### src/rtl/pixel_stream_filter.sv
// pixel_stream_filter: per-frame RGB fetch, luma reduction and point filtering; PIXEL_STREAM_FILTER_STATS_EN adds min/max stats
module pixel_stream_filter #(
  parameter int CH_W       = 8,
  parameter int ADDR_W     = 8,
  parameter int IMG_PIX    = 200,
  parameter int THRESH     = 128,
  parameter int BRIGHT_OFF = 64
) (
  input  logic              clk,
  input  logic              rst,
  input  logic              start,
  input  logic [1:0]        size,
  input  logic [1:0]        filter,
  input  logic              validData,
  input  logic [3*CH_W-1:0] pixel_in,
  output logic [ADDR_W-1:0] Pixel_address,
  output logic              busy,
  output logic              ValidResult,
  output logic [CH_W-1:0]   pixel_out,
  output logic [ADDR_W-1:0] out_addr,
  output logic              done,
  output logic [CH_W-1:0]   stat_min,
  output logic [CH_W-1:0]   stat_max
);
  typedef enum logic [1:0] {IDLE, RUN, DRAIN, DONE} state_t;
  state_t            state_q, state_d;
  logic [1:0]        size_q, size_d, filter_q, filter_d;
  logic [ADDR_W-1:0] addr_q, addr_d, last_addr, a0_q, a0_d, a1_q, a1_d, a2_q, a2_d;
  logic [3*CH_W-1:0] pix0_q, pix0_d;
  logic [CH_W-1:0]   luma1_q, luma1_d, out2_q, out2_d;
  logic              v0_q, v0_d, v1_q, v1_d, v2_q, v2_d, accept;
  logic [CH_W+1:0]   luma_sum;
  logic [CH_W:0]     bright;
  // control FSM: latches frame config at start, counts accepted pixels, drains the pipeline
  always_comb begin
    last_addr = size_q == 2'd0 ? ADDR_W'(15) :
                size_q == 2'd1 ? ADDR_W'(63) :
                size_q == 2'd2 ? ADDR_W'(255) : ADDR_W'(IMG_PIX - 1);
    accept    = state_q == RUN && validData;
    state_d   = state_q;
    size_d    = size_q;
    filter_d  = filter_q;
    addr_d    = addr_q;
    case (state_q)
      IDLE: if (start) begin
        state_d  = RUN;
        size_d   = size;
        filter_d = filter;
        addr_d   = '0;
      end
      RUN: if (accept) begin
        state_d = addr_q == last_addr ? DRAIN : RUN;
        addr_d  = addr_q == last_addr ? addr_q : addr_q + ADDR_W'(1);
      end
      DRAIN: state_d = !v0_q && !v1_q ? DONE : DRAIN;
      DONE: begin
        state_d = IDLE;
        addr_d  = '0;
      end
      default: state_d = IDLE;
    endcase
  end
  // capture, luma and filter stages; the address travels with its pixel
  always_comb begin
    luma_sum = {2'b00, pix0_q[3*CH_W-1:2*CH_W]} + {1'b0, pix0_q[2*CH_W-1:CH_W], 1'b0} +
               {2'b00, pix0_q[CH_W-1:0]};
    bright   = {1'b0, luma1_q} + (CH_W+1)'(BRIGHT_OFF);
    v0_d     = accept;
    pix0_d   = accept ? pixel_in : pix0_q;
    a0_d     = accept ? addr_q : a0_q;
    v1_d     = v0_q;
    luma1_d  = v0_q ? CH_W'(luma_sum >> 2) : luma1_q;
    a1_d     = v0_q ? a0_q : a1_q;
    v2_d     = v1_q;
    out2_d   = !v1_q           ? out2_q :
               filter_q == 2'd0 ? luma1_q :
               filter_q == 2'd1 ? ~luma1_q :
               filter_q == 2'd2 ? (int'(luma1_q) >= THRESH ? '1 : '0) :
               (bright[CH_W] ? '1 : bright[CH_W-1:0]);
    a2_d     = v1_q ? a1_q : a2_q;
  end
  // state and pipeline registers
  always_ff @(posedge clk) begin
    if (rst) begin
      state_q  <= IDLE;
      size_q   <= '0;
      filter_q <= '0;
      addr_q   <= '0;
      v0_q     <= 1'b0;
      v1_q     <= 1'b0;
      v2_q     <= 1'b0;
      pix0_q   <= '0;
      luma1_q  <= '0;
      out2_q   <= '0;
      a0_q     <= '0;
      a1_q     <= '0;
      a2_q     <= '0;
    end else begin
      state_q  <= state_d;
      size_q   <= size_d;
      filter_q <= filter_d;
      addr_q   <= addr_d;
      v0_q     <= v0_d;
      v1_q     <= v1_d;
      v2_q     <= v2_d;
      pix0_q   <= pix0_d;
      luma1_q  <= luma1_d;
      out2_q   <= out2_d;
      a0_q     <= a0_d;
      a1_q     <= a1_d;
      a2_q     <= a2_d;
    end
  end
  assign Pixel_address = addr_q;
  assign busy          = state_q == RUN || state_q == DRAIN;
  assign ValidResult   = v2_q;
  assign pixel_out     = out2_q;
  assign out_addr      = a2_q;
  assign done          = state_q == DONE;
`ifdef PIXEL_STREAM_FILTER_STATS_EN
  logic [CH_W-1:0] min_q, min_d, max_q, max_d;
  // running extrema of emitted results, re-armed when a frame starts
  always_comb begin
    min_d = min_q;
    max_d = max_q;
    if (state_q == IDLE && start) begin
      min_d = '1;
      max_d = '0;
    end else if (v2_q) begin
      min_d = out2_q < min_q ? out2_q : min_q;
      max_d = out2_q > max_q ? out2_q : max_q;
    end
  end
  // statistics registers
  always_ff @(posedge clk) begin
    if (rst) begin
      min_q <= '1;
      max_q <= '0;
    end else begin
      min_q <= min_d;
      max_q <= max_d;
    end
  end
  assign stat_min = min_q;
  assign stat_max = max_q;
`else
  assign stat_min = '0;
  assign stat_max = '0;
`endif
endmodule

### config.mk
export PLATFORM = sky130hd
export DESIGN_NAME = pixel_stream_filter
export DESIGN_NICKNAME = d
export VERILOG_FILES = /design/src/rtl/pixel_stream_filter.sv
export SDC_FILE = /design/constraint.sdc
export NUM_CORES = 1
export LEC_CHECK = 0
export ABC_AREA = 1
export ABC_CLOCK_PERIOD_IN_PS = 2300
export CORE_MARGIN = 5
export CORE_UTILIZATION = 45
export DETAILED_ROUTE_END_ITERATION = 8
export PLACE_DENSITY_LB_ADDON = 0.15
export SETUP_SLACK_MARGIN = 0.2
export SYNTH_ARGS = -nofsm -noshare
export SYNTH_HDL_FRONTEND = slang
export SYNTH_SLANG_ARGS = --single-unit
### constraint.sdc
create_clock -name clk -period 2.3 [get_ports clk]
set_input_delay 0.575 -clock clk [delete_from_list [all_inputs] [get_ports clk]]
set_output_delay 0.575 -clock clk [all_outputs]
set_load 0.01 [all_outputs]
==> flow_metrics.py <==
metrics = {
    "outcome": {
        "status": "finished clean",
    },
    "sta": {
        "slew_viol_final": 0,
        "fin_skew_ps": 6.96,
        "hold_viol_final": 0,
        "finalSetupViolCount": 0,
        "rsz0062_at_grt": "true",
        "fin_crit_sh": 0.899,
        "slew_headroom": 0.659,
        "timing.fmax_mhz": 484,
        "setup_ws_ps": 233,
        "tightest_slew_ps": 512,
        "setup_tns_ps": 0,
        "period_needed_ps": 2070,
    },
    "setup_path": {
        "reg2reg_slack_ps": 230,
        "worst_setup_path_start_kind": "register",
        "crit_type": "reg -> reg",
        "critPathCaptureType": "register",
        "required_ps": 2540,
        "cp.arrival_ps": 2310,
        "crit_fanout": 2,
    },
    "placed_design": {
        "dp_cells": 672,
        "gp_congestion": 0.908,
        "place_hpwl_um": 6570,
        "io_buffers": 58,
        "pre_cts_ws_ps": 138,
        "placed_cell_area_sq_um": 4640,
    },
    "floorplanning": {
        "die_height_um": 104,
        "num_rows": 34,
        "initial_core_util": 0.461,
        "core-area_sq_um": 8680,
        "dieArea_sq_um": 10900,
        "ios": 75,
        "die_w_um": 104,
    },
    "logic_synthesis": {
        "syn_area_sq_um": 4000,
        "synth_fa_ha_area_frac": 0.0900,
        "synth_ff_type": "dfxtp_1",
        "yosys_warnings": 0,
        "synth_most_common_cell": "nor2_1",
        "synth_top_family_by_area": "simple AND/OR/NAND/NOR gates",
        "synthMuxAreaShare": 0,
        "synth_edf_count": 0,
        "ys_ff_latch": 81,
        "synth_area_leaders": "dfxtp_1 41%, nor2_1 11%, o21ai_0 9.0%",
        "avgSynthCellArea_sq_um": 7.70,
        "yosysSeqAreaShare": 0.405,
        "synth_compound_area_frac": 0.176,
        "netlist_instances": 520,
        "synthXorXnorAreaFrac": 0.0109,
        "synth-simple-area-share": 0.219,
        "synthDistinctLibCells": 40,
        "synth_top_area_share": 0.405,
        "async_flop_share": 0,
        "yosysTopAreaCell": "dfxtp_1",
        "netlist_top_cells_count": "113 x nor2_1, 81 x dfxtp_1, 72 x o21ai_0, 45 x inv_1, 45 x nand2_1",
    },
    "finish": {
        "fillers": 808,
        "fin_area_sq_um": 4890,
        "drive_gt1_frac": 0.108,
        "final_cells": 690,
        "nets": 633,
        "area_growth_pct": 22.2,
        "n_antenna_cell": 0,
        "post-route-util": 0.564,
    },
    "route": {
        "wire_per_inst_um": 13.0,
        "drtIter0Drc": 124,
        "ant_nets": 0,
        "drtPass1Iterations": 4,
        "vias": 3458,
        "vias_per_cell": 5.01,
        "route.detailed.drc": 0,
        "wirelength_um": 8980,
    },
    "clock_network": {
        "cts_tree": "done",
        "max-clock-path-buffers": 2,
        "htree_levels": 3,
        "clock_latency_ps": 340,
        "cts_buffers": 9,
        "cts.clk_slew.worst_paths_ps": 80,
        "clock_sinks": 81,
        "cts_root_buf": "clkbuf_8",
        "hold_buffers": 0,
    },
    "global_route": {
        "grtUsageTotal": 0.166,
        "grt_pass1_wl_um": 15200,
        "grt_max_degree": 44,
        "antenna_found_initial": 0,
        "grt_pass1_vias": 3309,
        "grt_overflow": 0,
    },
    "run": {
        "cap_violations": 0,
    },
    "worst_hold_path": {
        "hp-class": "reg -> reg",
    },
    "power_and_ir_drop": {
        "p_leak_nw": 2.09,
        "p_per_area_nw_per_um2": 833,
        "ir_drop_mv": 0.487,
    },
}
-- cells by family after synthesis --
kind of cell | Yosys count
other cells | 1
flops | 81
compound gates | 124
xor+xnor | 5
simple gates | 201
buf+inv | 84
fa+ha+maj | 24
-- sequential cells by signal, summed over array words and instances (netlist names), named ones only --
register / count
pix0_q: 24
Pixel_address: 8
a0_q: 8
a1_q: 8
luma1_q: 8
out_addr: 8
pixel_out: 8
filter_q: 2
size_q: 2
ValidResult: 1
state_q: 1
v0_q: 1
v1_q: 1
-- worst max-delay path, stage by stage (launching register included) --
cell and delay, ps:
dfxtp_2 320, inv_2 40, fa_1 470, nand3b_1 220, fa_2 420, inv_2 60, nand4_1 120, nand4_1 140
nand3_2 80, nand2_1 60, inv_1 40
-- repair_timing --
| item | CTS | global route |
|---|---|---|
| pin swaps | 0 | 5 |
| setup endpoints to repair | 4 | 6 |
| gates resized for setup | 5 | 10 |
| hold endpoints to repair | 0 | 0 |
| buffers inserted | 0 | 2 |
-- worst paths after layout --
check / end / from / cells past startpoint
worst min register to register: pix0_q[8] / pix0_q[8] / 2
worst max-delay path: luma1_q[5] / pix0_q[17] / 10
worst max register to register: luma1_q[5] / pix0_q[17] / 10
worst min-delay path: pix0_q[8] / pix0_q[8] / 2
-- per-stage QoR --
step / total power, W / hold slack (ps)
2_1_floorplan: 0.00264 / 447
3_3_place_gp: 0.00296 / 463
3_5_place_dp: 0.00300 / 473
4_1_cts: 0.00408 / 491
5_1_grt: 0.00437 / 487
6_report: 0.00407 / 465
-- per-layer routing --
layer  GRT usage  part of all wire  wire length [um]  vias up
met1       0.202              0.45              4050     1614
li1            -                 -                 -     1776
met3      0.0416             0.037               333        7
met4      0.0389            0.0078                70        0
met5           0                 0                 0        -
met2       0.291              0.50              4520       61
-- where the power goes --
part	leakage [nW]	total [W]	internal, W	switching (W)
Sequential	0.662	0.00173	0.00160	0.000135
Clock	0.107	0.00108	0.000591	0.000490
Combinational	1.32	0.00126	0.000505	0.000754
Total	2.09	0.00407	0.00269	0.00138
-- cell usage in the layout (no fill, tap or decap), types with 2 or more instances in the layout --
cell	n
o21ai_0	70
dfxtp_2	4
inv_2	5
clkbuf_1	2
a21oi_1	27
xor2_1	4
fa_1	7
a31oi_1	5
clkdlybuf4s50_1	57
a21oi_2	9
nand2_2	10
nand2_1	45
o21ai_1	2
inv_1	42
a211oi_1	2
dfxtp_1	77
nand4_1	6
nor2_4	2
buf_4	6
nor2_1	113
ha_1	15
clkbuf_8	12
conb_1	16
nand3_1	18
buf_12	2
-- cell type report --
class / count / area, sq um / share of cell area
repair buffers: 66 / 664 / 0.136
multi-input cells: 370 / 2070 / 0.423
clock buffers: 14 / 173 / 0.0353
flip-flops and latches: 81 / 1630 / 0.333
inverters: 49 / 186 / 0.0381
clock inverters: 2 / 35.0 / 0.00716
well taps: 108 / 135 / 0.0276
Power figures use the tool's default switching activity.
